**src/rtl/popcount_frame_stats.sv**
```systemverilog
// Frame statistics over a popcount sample stream: sum, max, min and count per frame.
// Optional POPCOUNT_FRAME_STATS_THRESH_EN adds a per-frame count of samples >= thresh_i.
//
// state    | meaning
// ---------+-------------------------------------
// ST_EMPTY | no samples held
// ST_ACCUM | 1..FRAME_LEN-1 samples held
module popcount_frame_stats #(
   parameter int WIDTH     = 16,
   parameter int FRAME_LEN = 8,
   parameter int CNT_W     = $clog2(WIDTH + 1),
   parameter int LEN_W     = $clog2(FRAME_LEN + 1),
   parameter int SUM_W     = CNT_W + LEN_W
) (
   input  logic             clk,
   input  logic             arst_n_i,
   input  logic [CNT_W-1:0] data_i,
   input  logic             data_val_i,
   input  logic             flush_i,
`ifdef POPCOUNT_FRAME_STATS_THRESH_EN
   input  logic [CNT_W-1:0] thresh_i,
   output logic [LEN_W-1:0] hit_o,
`endif
   output logic [SUM_W-1:0] sum_o,
   output logic [CNT_W-1:0] max_o,
   output logic [CNT_W-1:0] min_o,
   output logic [LEN_W-1:0] len_o,
   output logic             stat_val_o
);

   typedef enum logic {
      ST_EMPTY = 1'b0,
      ST_ACCUM = 1'b1
   } state_t;

   state_t state_q, state_d;

   logic [SUM_W-1:0] acc_sum, cap_sum, frame_sum;
   logic [CNT_W-1:0] acc_max, cap_max, frame_max;
   logic [CNT_W-1:0] acc_min, cap_min, frame_min;
   logic [LEN_W-1:0] acc_len, cap_len, frame_len;
   logic             close;
`ifdef POPCOUNT_FRAME_STATS_THRESH_EN
   logic [LEN_W-1:0] acc_hit, cap_hit, frame_hit;
`endif

   always_ff @(posedge clk or negedge arst_n_i) begin
      if (!arst_n_i) state_q <= ST_EMPTY;
      else           state_q <= state_d;
   end

   always_comb begin
      state_d = state_q;
      if (close)           state_d = ST_EMPTY;
      else if (data_val_i) state_d = ST_ACCUM;
   end

   // cap_* is the frame including the current sample; frame_* is what a close reports.
   always_comb begin
      if (state_q == ST_EMPTY) begin
         cap_sum = SUM_W'(data_i);
         cap_max = data_i;
         cap_min = data_i;
         cap_len = LEN_W'(1);
      end else begin
         cap_sum = acc_sum + SUM_W'(data_i);
         cap_max = (data_i > acc_max) ? data_i : acc_max;
         cap_min = (data_i < acc_min) ? data_i : acc_min;
         cap_len = acc_len + LEN_W'(1);
      end
`ifdef POPCOUNT_FRAME_STATS_THRESH_EN
      cap_hit = ((state_q == ST_EMPTY) ? '0 : acc_hit) + LEN_W'(data_i >= thresh_i);
      frame_hit = data_val_i ? cap_hit : acc_hit;
`endif
      frame_sum = data_val_i ? cap_sum : acc_sum;
      frame_max = data_val_i ? cap_max : acc_max;
      frame_min = data_val_i ? cap_min : acc_min;
      frame_len = data_val_i ? cap_len : acc_len;
      close = (data_val_i && (cap_len == LEN_W'(FRAME_LEN))) ||
              (flush_i && (data_val_i || (state_q == ST_ACCUM)));
   end

   always_ff @(posedge clk or negedge arst_n_i) begin
      if (!arst_n_i) begin
         acc_sum    <= '0;
         acc_max    <= '0;
         acc_min    <= '0;
         acc_len    <= '0;
         sum_o      <= '0;
         max_o      <= '0;
         min_o      <= '0;
         len_o      <= '0;
         stat_val_o <= 1'b0;
      end else if (close) begin
         sum_o      <= frame_sum;
         max_o      <= frame_max;
         min_o      <= frame_min;
         len_o      <= frame_len;
         stat_val_o <= 1'b1;
         acc_sum    <= '0;
         acc_max    <= '0;
         acc_min    <= '0;
         acc_len    <= '0;
      end else begin
         stat_val_o <= 1'b0;
         if (data_val_i) begin
            acc_sum <= cap_sum;
            acc_max <= cap_max;
            acc_min <= cap_min;
            acc_len <= cap_len;
         end
      end
   end

`ifdef POPCOUNT_FRAME_STATS_THRESH_EN
   always_ff @(posedge clk or negedge arst_n_i) begin
      if (!arst_n_i) begin
         acc_hit <= '0;
         hit_o   <= '0;
      end else if (close) begin
         hit_o   <= frame_hit;
         acc_hit <= '0;
      end else if (data_val_i) begin
         acc_hit <= cap_hit;
      end
   end
`endif

endmodule

```
**config.mk**
```make
export PLATFORM = sky130hd
export DESIGN_NAME = popcount_frame_stats
export DESIGN_NICKNAME = d
export VERILOG_FILES = /design/src/rtl/popcount_frame_stats.sv
export SDC_FILE = /design/constraint.sdc
export NUM_CORES = 1
export LEC_CHECK = 0
export ABC_AREA = 1
export CAP_MARGIN = 20
export CORE_AREA = 5 5 73 108
export CTS_CLUSTER_SIZE = 16
export DETAILED_ROUTE_END_ITERATION = 8
export DIE_AREA = 0 0 78 113
export GPL_TIMING_DRIVEN = 0
export SETUP_SLACK_MARGIN = 0.1
export SLEW_MARGIN = 5
export SYNTH_ARGS = -nofsm -noshare
export SYNTH_HDL_FRONTEND = slang
export SYNTH_SLANG_ARGS = --single-unit
```
**constraint.sdc**
```tcl
create_clock -name clk -period 1.8 [get_ports clk]
set_input_delay 0.36 -clock clk [delete_from_list [all_inputs] [get_ports clk]]
set_output_delay 0.36 -clock clk [all_outputs]
set_load 0.01 [all_outputs]
```
==> results.json <==
{
  "status": "finished, final reports clean",
  "synth_top_cell_by_area": "dfrtp_1",
  "io_pins": 33,
  "wl_per_cell_microns": 14.6,
  "syn-cell-area_sq_um": 2630,
  "cp-end-kind": "flip-flop",
  "setup.worst_path.end": "sum_o[4]",
  "drc_errors": 0,
  "synth-compound-area-share_pct": 7.19,
  "setup_tns_ns": 0,
  "placed_area_sq_um": 3060,
  "ant_nets": 0,
  "final.setup_skew_ns": 0.00412,
  "p_switching_uw": 1000,
  "synth_most_common_cell": "nand2_1",
  "multi_input_area_sq_um": 1280,
  "fmax_ghz": 0.617,
  "initial_core_util_pct": 38.6,
  "hold_viol": 0,
  "port_buffers": 32,
  "cp-startpoint": "acc_sum[0]",
  "synth_top_family_by_area": "simple AND/OR/NAND/NOR gates",
  "ys_types": 29,
  "synth-simple-area-share_pct": 30.2,
  "synth.net_count": 360,
  "gp_routability_congestion": 0.874,
  "drive_gt1_share_pct": 14.2,
  "maxCapViolations": 0,
  "antenna_cells": 0,
  "grtUsageTotal_pct": 15.9,
  "antenna_found_initial": 0,
  "drt_iter0_markers": 111,
  "slew_headroom_pct": 73.8,
  "cp.arrival_ns": 1.87,
  "synth_area_per_cell_sq_um": 7.85,
  "pre_cts_ws_ns": -0.496,
  "max_slew.worst_pin.slew_ns": 0.393,
  "synth-main-ff-cell": "dfrtp_1",
  "synth_cells": 335,
  "grt-ovfl-total": 0,
  "dpl.hpwl_microns": 4820,
  "power_uw": 3100,
  "cts_buffers": 5,
  "die_h_microns": 113,
  "synth-edff-count": 0,
  "ir_drop_mv": 0.535,
  "reg2reg_depth": 9,
  "synthMuxAreaShare_pct": 0,
  "nets": 406,
  "final_area_sq_um": 3300,
  "grt_pass1_vias": 2317,
  "grt_pass1_wl_microns": 11100,
  "dr_total_vias": 2329,
  "pwr-share-comb_pct": 33.0,
  "ys_top_cells_by_area": "dfrtp_1 (46%), nand2_1 (15%), ha_1 (7.1%)",
  "area_delta_synth_final_pct": 25.7,
  "clkSinkCount": 48,
  "cell_internal_pwr_uw": 2100,
  "cp.required_ns": 2.05,
  "reg2reg_slack_ns": 0.18,
  "register_area_sq_um": 1200,
  "rows": 37,
  "synth_top_area_share_pct": 45.7,
  "period_minus_slack_ns": 1.62,
  "yosysWarningCount": 0,
  "switching_share_pct": 32.2,
  "pwr-share-seq_pct": 42.6,
  "ys_seq_elements": 48,
  "rsz0062_at_grt": "yes",
  "synthAdderAreaFrac_pct": 7.90,
  "cts_tree": "yes",
  "vias_per_cell": 5.09,
  "cts_buffer_depth": 2,
  "dieArea_sq_um": 8810,
  "finalSetupViolations": 0,
  "n_fill_cell": 676,
  "pwr-share-clk_pct": 24.4,
  "setup_slack_ns": 0.179,
  "cts.clk_slew.worst_paths_ns": 0.08,
  "first_pass_iters": 5,
  "crit_type": "flip-flop to flip-flop",
  "synthXorXnorAreaFrac_pct": 0,
  "grt_max_degree": 35,
  "die_x_microns": 78,
  "clk_latency_ns": 0.31,
  "crit_path_start_kind": "flip-flop",
  "seq_area_frac_synth_pct": 45.7,
  "worst_r2r_endpoint": "sum_o[4]",
  "final_util_pct": 48.6,
  "powerDensity_nw_per_um2": 939,
  "core_sq_um": 6810,
  "worstReg2RegStart": "acc_sum[0]",
  "cts-htree-levels": 2,
  "hp-class": "input port to flip-flop",
  "crit_fanout": 4,
  "wirelength_microns": 6690,
  "slew_violations": 0,
  "async_flop_share_pct": 100,
  "min_period_over_period_pct": 90.1,
  "root_buffer": "clkbuf_8",
  "p_leak_uw": 0.00170,
  "netlist_top_cells_count": "nand2_1 (107), dfrtp_1 (48), inv_1 (37), nand3_1 (30), nor2_1 (30)"
}
## power groups by stage
stage | clock network, uW | logic [uW] | registers [uW]
after global routing | 823 | 1150 | 1350
after global placement | 0 | 924 | 1340
after detailed placement | 0 | 945 | 1350
after CTS | 790 | 960 | 1330
final | 756 | 1020 | 1320
after floorplan | 0 | 509 | 1380
## sequential cells by signal, indices dropped and copies added (netlist names)
| name | count |
|---|---|
| acc_len | 4 |
| acc_max | 5 |
| acc_min | 5 |
| acc_sum | 9 |
| len_o | 4 |
| max_o | 5 |
| min_o | 5 |
| stat_val_o | 1 |
| state_q | 1 |
| sum_o | 9 |
## layout by cell type (no fill, tap or decap), types with 2 or more instances in the layout
master,n
nand2_1,105
dfrtp_1,48
inv_1,36
nand3_1,27
nor2_1,27
clkdlybuf4s50_1,25
ha_1,12
o21ai_0,10
nand4_1,8
a21oi_1,8
buf_4,6
o21ai_1,6
buf_6,5
clkbuf_8,5
inv_2,4
buf_2,4
nor2_2,3
nand2_2,3
nor3_1,3
o21ai_2,3
dlygate4sd2_1,3
nand2_4,2
nand3_4,2
nand3_2,2
o22ai_1,2
o21a_1,2
ha_4,2
clkbuf_2,2
## worst max-delay path, stage by stage (launching register included)
cell      delay [ns]
dfrtp_1         0.39
ha_2            0.19
fa_2            0.38
inv_1           0.07
nor2_1          0.05
o21ai_1         0.11
nand2_1         0.09
o21bai_2        0.16
nand2_1         0.07
nand2_1         0.06
## cell families (layout without fill, tap and decap cells)
kind of cell    count (synthesis)  after routing
compound gates                 33             33
fa+ha+maj                      16             16
flops                          48             48
simple gates                  186            186
buf+inv                        52             97
## through the flow
step                      hold slack, ns  cells
after floorplan                   0.0644    335
after global placement             0.460    445
after detailed placement           0.307    446
after CTS                          0.489    453
after global routing               0.494    458
final                              0.454    458
## area by class of cell
cell class / instances / area share (%)
multi-input cells: 235 / 38.7
flip-flops and latches: 48 / 36.3
repair buffers: 39 / 11.2
inverters: 41 / 4.73
plain buffers: 11 / 3.07
well taps: 78 / 2.95
clock buffers: 5 / 2.08
clock inverters: 1 / 0.909
## what timing repair did
action | in CTS | in global routing
setup buffers | 0 | 5
resized for setup | 10 | 26
endpoints found under the setup margin | 35 | 47
endpoints found under the hold margin | 14 | 0
pin swaps | 1 | 7
hold buffers | 1 | 0
## worst min-delay path by stage
stage / startpoint / end / slack (ns) / cells past startpoint
CTS: max_o[4] / max_o[4] / 0.49 / 2
global route: data_i[4] / max_o[4] / 0.49 / 3
floorplan: arst_n_i / acc_len[0] / 0.06 / 0
detailed placement: arst_n_i / min_o[0] / 0.31 / 1
global placement: len_o[3] / len_o[3] / 0.46 / 2
finish: data_i[4] / max_o[4] / 0.45 / 3
## metal layers
layer	part of all wire [%]	GRT usage (%)
met5	0	0
met4	2.1	6.99
met3	2.2	2.79
met2	55	29.2
met1	41	17.6
(Power assumes the default switching activity.)
